File: config.mk
export PLATFORM = sky130hd
export DESIGN_NAME = count_sequencer
export DESIGN_NICKNAME = d
export VERILOG_FILES = /design/src/rtl/count_sequencer.sv
export SDC_FILE = /design/constraint.sdc
export NUM_CORES = 1
export LEC_CHECK = 0
export BUFFER_PORTS_ARGS = -buffer_cell sky130_fd_sc_hd__clkbuf_2
export CELL_PAD_IN_SITES_DETAIL_PLACEMENT = 0
export CELL_PAD_IN_SITES_GLOBAL_PLACEMENT = 2
export CORE_MARGIN = 2
export CORE_UTILIZATION = 34
export DETAILED_ROUTE_END_ITERATION = 10
export MAX_ROUTING_LAYER = met4
export PLACE_DENSITY_LB_ADDON = 0.1
export SLEW_MARGIN = 0
export SYNTH_ARGS = -nofsm -noshare
export SYNTH_HDL_FRONTEND = slang
export SYNTH_SLANG_ARGS = --single-unit
File: constraint.sdc
create_clock -name clock -period 2.9 [get_ports clock]
set_clock_uncertainty 0.15 [all_clocks]
set_input_delay 0.58 -clock clock [delete_from_list [all_inputs] [get_ports clock]]
set_output_delay 0.58 -clock clock [all_outputs]
set_load 0.005 [all_outputs]
File: src/rtl/count_sequencer.sv
// Run/pause/done counting sequencer: counts 0..N (or N..0) for a latched number of periods.
// Optional macro COUNT_DOWN_EN enables the down-count direction latched at start.
module count_sequencer (
    input  logic       clock,
    input  logic       clear,
    input  logic       start,
    input  logic       stop,
    input  logic       hold,
    input  logic [3:0] modulus,
    input  logic [3:0] periods,
    input  logic       down,
    output logic [3:0] q,
    output logic       tc,
    output logic       busy,
    output logic       done,
    output logic [3:0] period_cnt
);

    typedef enum logic [1:0] {
        S_IDLE  = 2'd0,
        S_RUN   = 2'd1,
        S_PAUSE = 2'd2,
        S_DONE  = 2'd3
    } state_t;

    state_t     state_q, state_d;
    logic [3:0] mod_q, mod_d, per_q, per_d, q_q, q_d, cnt_q, cnt_d;
    logic       dn_q, dn_d, tc_q, tc_d, busy_q, busy_d, done_q, done_d;
    logic [3:0] start_val_s, term_val_s, term_next_s, cnt_inc_s;
    logic       at_term_s, last_s, launch_s;

    assign launch_s = (state_q == S_IDLE) && start && !stop;

`ifdef COUNT_DOWN_EN
    assign dn_d = launch_s ? down : dn_q;
`else
    logic unused_down_s;
    assign unused_down_s = down;
    assign dn_d          = 1'b0;
`endif

    assign start_val_s = dn_q ? mod_q : 4'd0;
    assign term_val_s  = dn_q ? 4'd0 : mod_q;
    assign at_term_s   = (q_q == term_val_s);
    assign cnt_inc_s   = cnt_q + 4'd1;
    assign last_s      = (per_q != 4'd0) && (cnt_inc_s == per_q);
    assign term_next_s = dn_d ? 4'd0 : mod_d;

    // State, datapath and registered outputs
    always_ff @(posedge clock or negedge clear) begin
        if (!clear) begin
            state_q <= S_IDLE;
            mod_q   <= 4'd0;
            per_q   <= 4'd0;
            q_q     <= 4'd0;
            cnt_q   <= 4'd0;
            dn_q    <= 1'b0;
            tc_q    <= 1'b0;
            busy_q  <= 1'b0;
            done_q  <= 1'b0;
        end else begin
            state_q <= state_d;
            mod_q   <= mod_d;
            per_q   <= per_d;
            q_q     <= q_d;
            cnt_q   <= cnt_d;
            dn_q    <= dn_d;
            tc_q    <= tc_d;
            busy_q  <= busy_d;
            done_q  <= done_d;
        end
    end

    // Next-state logic; stop outranks hold, hold outranks the wrap
    always_comb begin
        state_d = state_q;
        case (state_q)
            S_IDLE: begin
                if (launch_s) state_d = S_RUN;
                else          state_d = S_IDLE;
            end
            S_RUN: begin
                if (stop)                   state_d = S_IDLE;
                else if (hold)              state_d = S_PAUSE;
                else if (at_term_s && last_s) state_d = S_DONE;
                else                        state_d = S_RUN;
            end
            S_PAUSE: begin
                if (stop)       state_d = S_IDLE;
                else if (!hold) state_d = S_RUN;
                else            state_d = S_PAUSE;
            end
            S_DONE:  state_d = S_IDLE;
            default: state_d = S_IDLE;
        endcase
    end

    // Datapath and output next values, derived from the upcoming state
    always_comb begin
        mod_d = mod_q;
        per_d = per_q;
        q_d   = q_q;
        cnt_d = cnt_q;
        case (state_q)
            S_IDLE: begin
                if (launch_s) begin
                    mod_d = modulus;
                    per_d = periods;
                    q_d   = dn_d ? modulus : 4'd0;
                    cnt_d = 4'd0;
                end else begin
                    q_d = q_q;
                end
            end
            S_RUN: begin
                if (stop || hold) begin
                    q_d = q_q;
                end else if (at_term_s) begin
                    cnt_d = cnt_inc_s;
                    q_d   = last_s ? q_q : start_val_s;
                end else begin
                    q_d = dn_q ? (q_q - 4'd1) : (q_q + 4'd1);
                end
            end
            default: q_d = q_q;
        endcase
        tc_d   = (state_d == S_RUN) && (q_d == term_next_s);
        busy_d = (state_d == S_RUN) || (state_d == S_PAUSE);
        done_d = (state_d == S_DONE);
    end

    assign q          = q_q;
    assign tc         = tc_q;
    assign busy       = busy_q;
    assign done       = done_q;
    assign period_cnt = cnt_q;

endmodule

== Yosys cells after proc, flatten, opt, wreduce, memory -nomap -nowiden ==
Cells that the tools add are included.
Widths: inputs -> output; s select.

* $add $sub $neg: 2
* Multiplexer cells: 18
* Equal/unequal tests: 12
* Reductions and logical operators: 13

{| class="wikitable"
|+ Operators with widths
! cell !! count
|-
| $mux 4 || 9
|-
| $pmux 4 s2 || 2
|-
| $eq 4x4->1 || 3
|-
| $mux 2 || 5
|-
| $add 4x1->4 const B || 2
|-
| $eq 2x2->1 const B || 4
|-
| $pmux 2 s4 || 1
|-
| $ne 2x2->1 const B || 3
|-
| $logic_and 1x1->1 || 5
|-
| $eq 2x1->1 const B || 2
|-
| $reduce_and 4->1 || 1
|-
| $reduce_bool 4->1 || 1
|-
| $logic_not 2->1 || 1
|-
| $logic_or 1x1->1 || 2
|-
| $reduce_and 2->1 || 1
|-
| $reduce_bool 2->1 || 1
|-
| $logic_not 1->1 || 1
|-
| $mux 1 || 1
|}

* Output and inout bits: 11
* Bits of input ports: 14
* Logic and storage cells: 53
* Register bits: 21

== Depth between registers and ports, before layout ==
* Depth in word-level cells: 10
* Mapped depth: 10
* Gate-level depth less buffers: 10

== Least setup slack after synthesis ==
Ideal clock, no wire load.

* Path kind: input port to flip-flop
* Start: in hold
* End: reg tc_q, in the netlist tc
* Stages on the path: 6
* Arrival: 2081 ps
* Setup time: 96 ps
* Data required time: 2654 ps
* Buffers on the path: 0
* Slack: 573 ps
* Cells stage by stage: or4b_1 > a41oi_2 > a22o_2 > o21ai_1 > a211o_1 > nor4_2

* Cells in the longest elaborated chain, start to end: 5
* Elaborated cells on any way between the ends: 11
* Those cells by class: eq/ne: 2; mux: 7; reduce/logical: 2

{| class="wikitable"
|+ Ends and longest elaborated chain
! what !! RTL line !! text
|-
| from (decl) || 8 || <nowiki>input logic hold,</nowiki>
|-
| $mux 2 (tied with other cells) || 90 || <nowiki>else if (!hold) state_d = S_RUN;</nowiki>
|-
| $mux 2 (tied with other cells) || 89 || <nowiki>if (stop) state_d = S_IDLE;</nowiki>
|-
| $pmux 2 s4 / $pmux 4 s2 (equally long branches) || 77, 104 ||
|-
| $eq 2x1->1 / $eq 4x4->1 (equally long branches) || 127 || <nowiki>tc_d = (state_d == S_RUN) && (q_d == term_next_s);</nowiki>
|-
| $logic_and 1x1->1 * || 127 ||
|-
| named net tc_d || 28 || <nowiki>logic dn_q, dn_d, tc_q, tc_d, busy_q, busy_d, done_q, done_d;</nowiki>
|-
| to (signal assigned) || 68 || <nowiki>tc_q <= tc_d;</nowiki>
|-
| to (decl) || 28 ||
|}

Mark *: on every way through the listed nets, which the timed path passes. The rest lies on a longest branch.
A chain may end at the register's enable or synchronous reset.

== Worst setup path in the final report ==
* Start: reg cnt_q[0], in the netlist period_cnt[0]
* End: reg tc_q, in the netlist tc

* Cells in the longest elaborated chain, start to end: 10
* Elaborated cells on any way between the ends: 15
* Those cells by class: add/sub: 1; eq/ne: 3; mux: 8; reduce/logical: 3

{| class="wikitable"
|+ Ends and longest elaborated chain
! what !! RTL line !! text
|-
| from (decl) || 27 || <nowiki>logic [3:0] mod_q, mod_d, per_q, per_d, q_q, q_d, cnt_q, cnt_d;</nowiki>
|-
| from (signal assigned) || 66 || <nowiki>cnt_q <= cnt_d;</nowiki>
|-
| $add 4x1->4 * || 45 || <nowiki>assign cnt_inc_s = cnt_q + 4'd1;</nowiki>
|-
| $eq 4x4->1 * || 46 || <nowiki>assign last_s = (per_q != 4'd0) && (cnt_inc_s == per_q);</nowiki>
|-
| $logic_and 1x1->1 * || 46 ||
|-
| $logic_and 1x1->1 || 85 || <nowiki>else if (at_term_s && last_s) state_d = S_DONE;</nowiki>
|-
| $mux 2 || 85 ||
|-
| $mux 2 || 84 || <nowiki>else if (hold) state_d = S_PAUSE;</nowiki>
|-
| $mux 2 || 83 || <nowiki>if (stop) state_d = S_IDLE;</nowiki>
|-
| $pmux 2 s4 || 77 || <nowiki>case (state_q)</nowiki>
|-
| $eq 2x1->1 || 127 ||
|-
| $logic_and 1x1->1 * || 127 ||
|-
| named net tc_d || 28 ||
|}

Marks and branches as above.

==> impl_metrics.sql <==
INSERT INTO impl_metrics (metric_group, metric, value, unit) VALUES
('status', 'status', 'finished, final reports clean', ''),
('cts', 'tritoncts', 'yes', ''),
('yosys', 'synth_sequential_area_ratio', '43.1', '%'),
('critical_path', 'worstPathMaxFanout', '8', ''),
('sta', 'setup_tns', '0', 'ns'),
('yosys', 'synth.lib_cells_used.distinct', '44', ''),
('sta', 'final.min_clock_period', '2.62', 'ns'),
('final_layout', 'stdcell_count', '185', ''),
('final_layout', 'area_occupied_by_multi_input_gates', '663', 'µm²'),
('yosys', 'netlist_top_cells_area', 'sky130_fd_sc_hd__dfrtp_1, sky130_fd_sc_hd__mux2_1, sky130_fd_sc_hd__ha_1, sky130_fd_sc_hd__xnor2_1, sky130_fd_sc_hd__xor2_1', ''),
('floorplan', 'chipWidth', '63.9', 'µm'),
('placed_design', 'hpwlAfterDp', '1.92', 'mm'),
('global_routing', 'gr-usage-all-layers', '14.0', '%'),
('yosys', 'library_cell_occupying_the_most_area_in_the_post_synthesis_netlist', 'sky130_fd_sc_hd__dfrtp_1', ''),
('cts', 'post_cts.repair.setup_buffers', '0', ''),
('route', 'wirelength', '2.47', 'mm'),
('floorplan', 'i_o_pin_total', '25', ''),
('global_routing', 'antenna_violations_before_repair', '0', ''),
('final_layout', 'antenna-diode-count', '0', ''),
('route', 'wl_per_cell', '13.3', 'µm'),
('yosys', 'synth_top_cell_area_share', '43.1', '%'),
('sta', 'finalHoldViolations', '0', ''),
('floorplan', 'die-area', '4080', 'µm²'),
('cts', 'cts_max_path_buffers', '2', ''),
('cts', 'clock_tree.htree_level_count', '1', ''),
('critical_path', 'wp_data_arrival', '2.69', 'ns'),
('cts', 'clkSinkCount', '21', ''),
('floorplan', 'placement_rows', '21', ''),
('yosys', 'synth.cells.most_frequent', 'sky130_fd_sc_hd__dfrtp_1, sky130_fd_sc_hd__mux2_1, sky130_fd_sc_hd__nand2_1', ''),
('sta', 'fin_crit_sh', '90.3', '%'),
('sta', 'number_of_pins_with_negative_max_slew_slack_in_the_final_report', '0', ''),
('sta', 'setup_viol', '0', ''),
('hold_path', 'holdCritPathClass', 'in -> async', ''),
('final_layout', 'finish.net_count', '158', ''),
('yosys', 'postSynthRegisterBits', '21', ''),
('cts', 'cts_inserted_buffers', '3', ''),
('yosys', 'yosys_warnings', '0', ''),
('floorplan', 'start_util', '36.0', '%'),
('power_and_ir_drop', 'design_power_total', '723', 'µW'),
('route', 'vias_per_cell', '4.95', ''),
('yosys', 'ys_async_sr_fraction', '100', '%'),
('critical_path', 'critical-path-top-cell-by-count', 'sky130_fd_sc_hd__ha_1', ''),
('critical_path', 'slowest_delay', '0.49', 'ns'),
('route', 'drt_first_iter_violations', '28', ''),
('cts', 'worst_skew_pair.late_latency', '0.31', 'ns'),
('route', 'remaining_drc_errors', '0', ''),
('final_layout', 'layout.area.seq', '526', 'µm²'),
('global_routing', 'overflow', '0', ''),
('critical_path', 'critPathLaunchType', 'register', ''),
('critical_path', 'critPathRequiredTime', '2.97', 'ns'),
('critical_path', 'worst_setup_end_kind', 'register', ''),
('placed_design', 'port_buffers', '23', ''),
('placed_design', 'numPlacedInstances', '181', ''),
('floorplan', 'core_area', '3390', 'µm²'),
('yosys', 'synth_fp_nets', '131', ''),
('cts', 'cts_root_buffer', 'sky130_fd_sc_hd__clkbuf_4', ''),
('critical_path', 'worst-setup-path-type', 'reg -> reg', ''),
('sta', 'fmax', '382', 'MHz'),
('yosys', 'synthFlopType', 'sky130_fd_sc_hd__dfrtp_1', ''),
('global_routing', 'first_global_vias', '921', ''),
('yosys', 'synth_enable_flop_cells', '0', ''),
('cts', 'ctsHoldBuffers', '0', ''),
('route', 'vias', '915', ''),
('cts', 'post_cts_resize_count', '0', ''),
('final_layout', 'growth_of_design_area_from_synthesis_to_finish', '16.0', '%'),
('yosys', 'postSynthCellCount', '113', ''),
('sta', 'tightest_slew', '0.541', 'ns'),
('yosys', 'syn-mean-instance-area', '10.8', 'µm²'),
('route', 'final_antenna_net_count', '0', ''),
('yosys', 'synth_most_common_cell', 'sky130_fd_sc_hd__dfrtp_1', ''),
('final_layout', 'fillerInstances', '348', '');
power breakdown:
part | leakage (µW) | switching (µW) | total, µW | internal (µW)
Sequential | 0.000271 | 45.5 | 379 | 333
Clock | 0.0000177 | 98.3 | 150 | 51.7
Combinational | 0.000389 | 96.1 | 195 | 98.6
Total | 0.000677 | 240 | 723 | 483
logic make-up after synthesis:
| kind of cell | count (synthesis) | share of synthesized area [%] |
|---|---|---|
| AO/OA/AOI/OAI | 30 | 17.6 |
| XOR/XNOR | 10 | 8.41 |
| adder cells (fa/ha/maj) | 4 | 4.10 |
| buffers and inverters | 7 | 2.56 |
| flip-flops | 21 | 43.1 |
| multiplexers | 8 | 8.20 |
| AND/OR/NAND/NOR | 33 | 16.0 |
placed cells by master (no fill, tap or decap), types with 5 or more instances in the layout:
cell type / count
sky130_fd_sc_hd__clkbuf_2: 23
sky130_fd_sc_hd__dfrtp_1: 21
sky130_fd_sc_hd__mux2_1: 6
sky130_fd_sc_hd__nand2_1: 6
sky130_fd_sc_hd__o21ai_1: 5
sky130_fd_sc_hd__xnor2_1: 5
registers in the layout, summed over array words and instances (netlist names):
register	flops
mod_q	4
per_q	4
done	1
busy	1
q	4
tc	1
state_q	2
period_cnt	4
final cells by class:
class | instances | share of cell area [%]
clock buffers | 3 | 1.59
clock inverters | 1 | 0.354
inverters | 5 | 1.33
multi-input cells | 85 | 46.9
flip-flops and latches | 21 | 37.1
well taps | 46 | 4.07
repair buffers | 24 | 8.66
routing by layer:
metal	global-route usage, %	up-vias	wire, µm
li1	-	465	-
met1	16.9	429	1160
met2	23.3	16	1190
met3	2.64	5	78
met4	4.89	0	42
met5	-	-	0
stage by stage:
step	hold WS (ns)	util, %	worst slack [ns]	instance area (µm²)
floorplan	0.134	-	0.573	1220
global placement	0.359	40.9	0.267	1390
detailed placement	0.362	40.9	0.265	1390
CTS	0.0913	41.7	0.261	1420
global route	0.0990	41.7	0.134	1420
finish	0.0696	41.7	0.282	1420
path summary, 6_finish.rpt:
path                                            from                         to  slack (ns)  cells after the start
hold / removal                                 clear  period_cnt[3]$_DFFE_PN0P_        0.07                      1
max in group asynchronous                      clear             q[3]$_DFF_PN0_        2.18                      1
setup / recovery           period_cnt[0]$_DFFE_PN0P_               tc$_DFF_PN0_        0.28                     10
min in group clock                        periods[2]       per_q[2]$_DFFE_PN0P_        0.32                      2
setup reg to reg           period_cnt[0]$_DFFE_PN0P_               tc$_DFF_PN0_        0.28                     10
hold reg to reg                 per_q[3]$_DFFE_PN0P_       per_q[3]$_DFFE_PN0P_        0.38                      1
worst max-delay path, delay by kind of cell (launching register included):
family | cells | cell delay, ns
AND/OR/NAND/NOR | 3 | 0.41
XOR/XNOR | 1 | 0.15
adder cells (fa/ha/maj) | 2 | 0.57
AO/OA/AOI/OAI | 4 | 0.76
flip-flops | 1 | 0.49
Power figures use the tool's default switching activity.
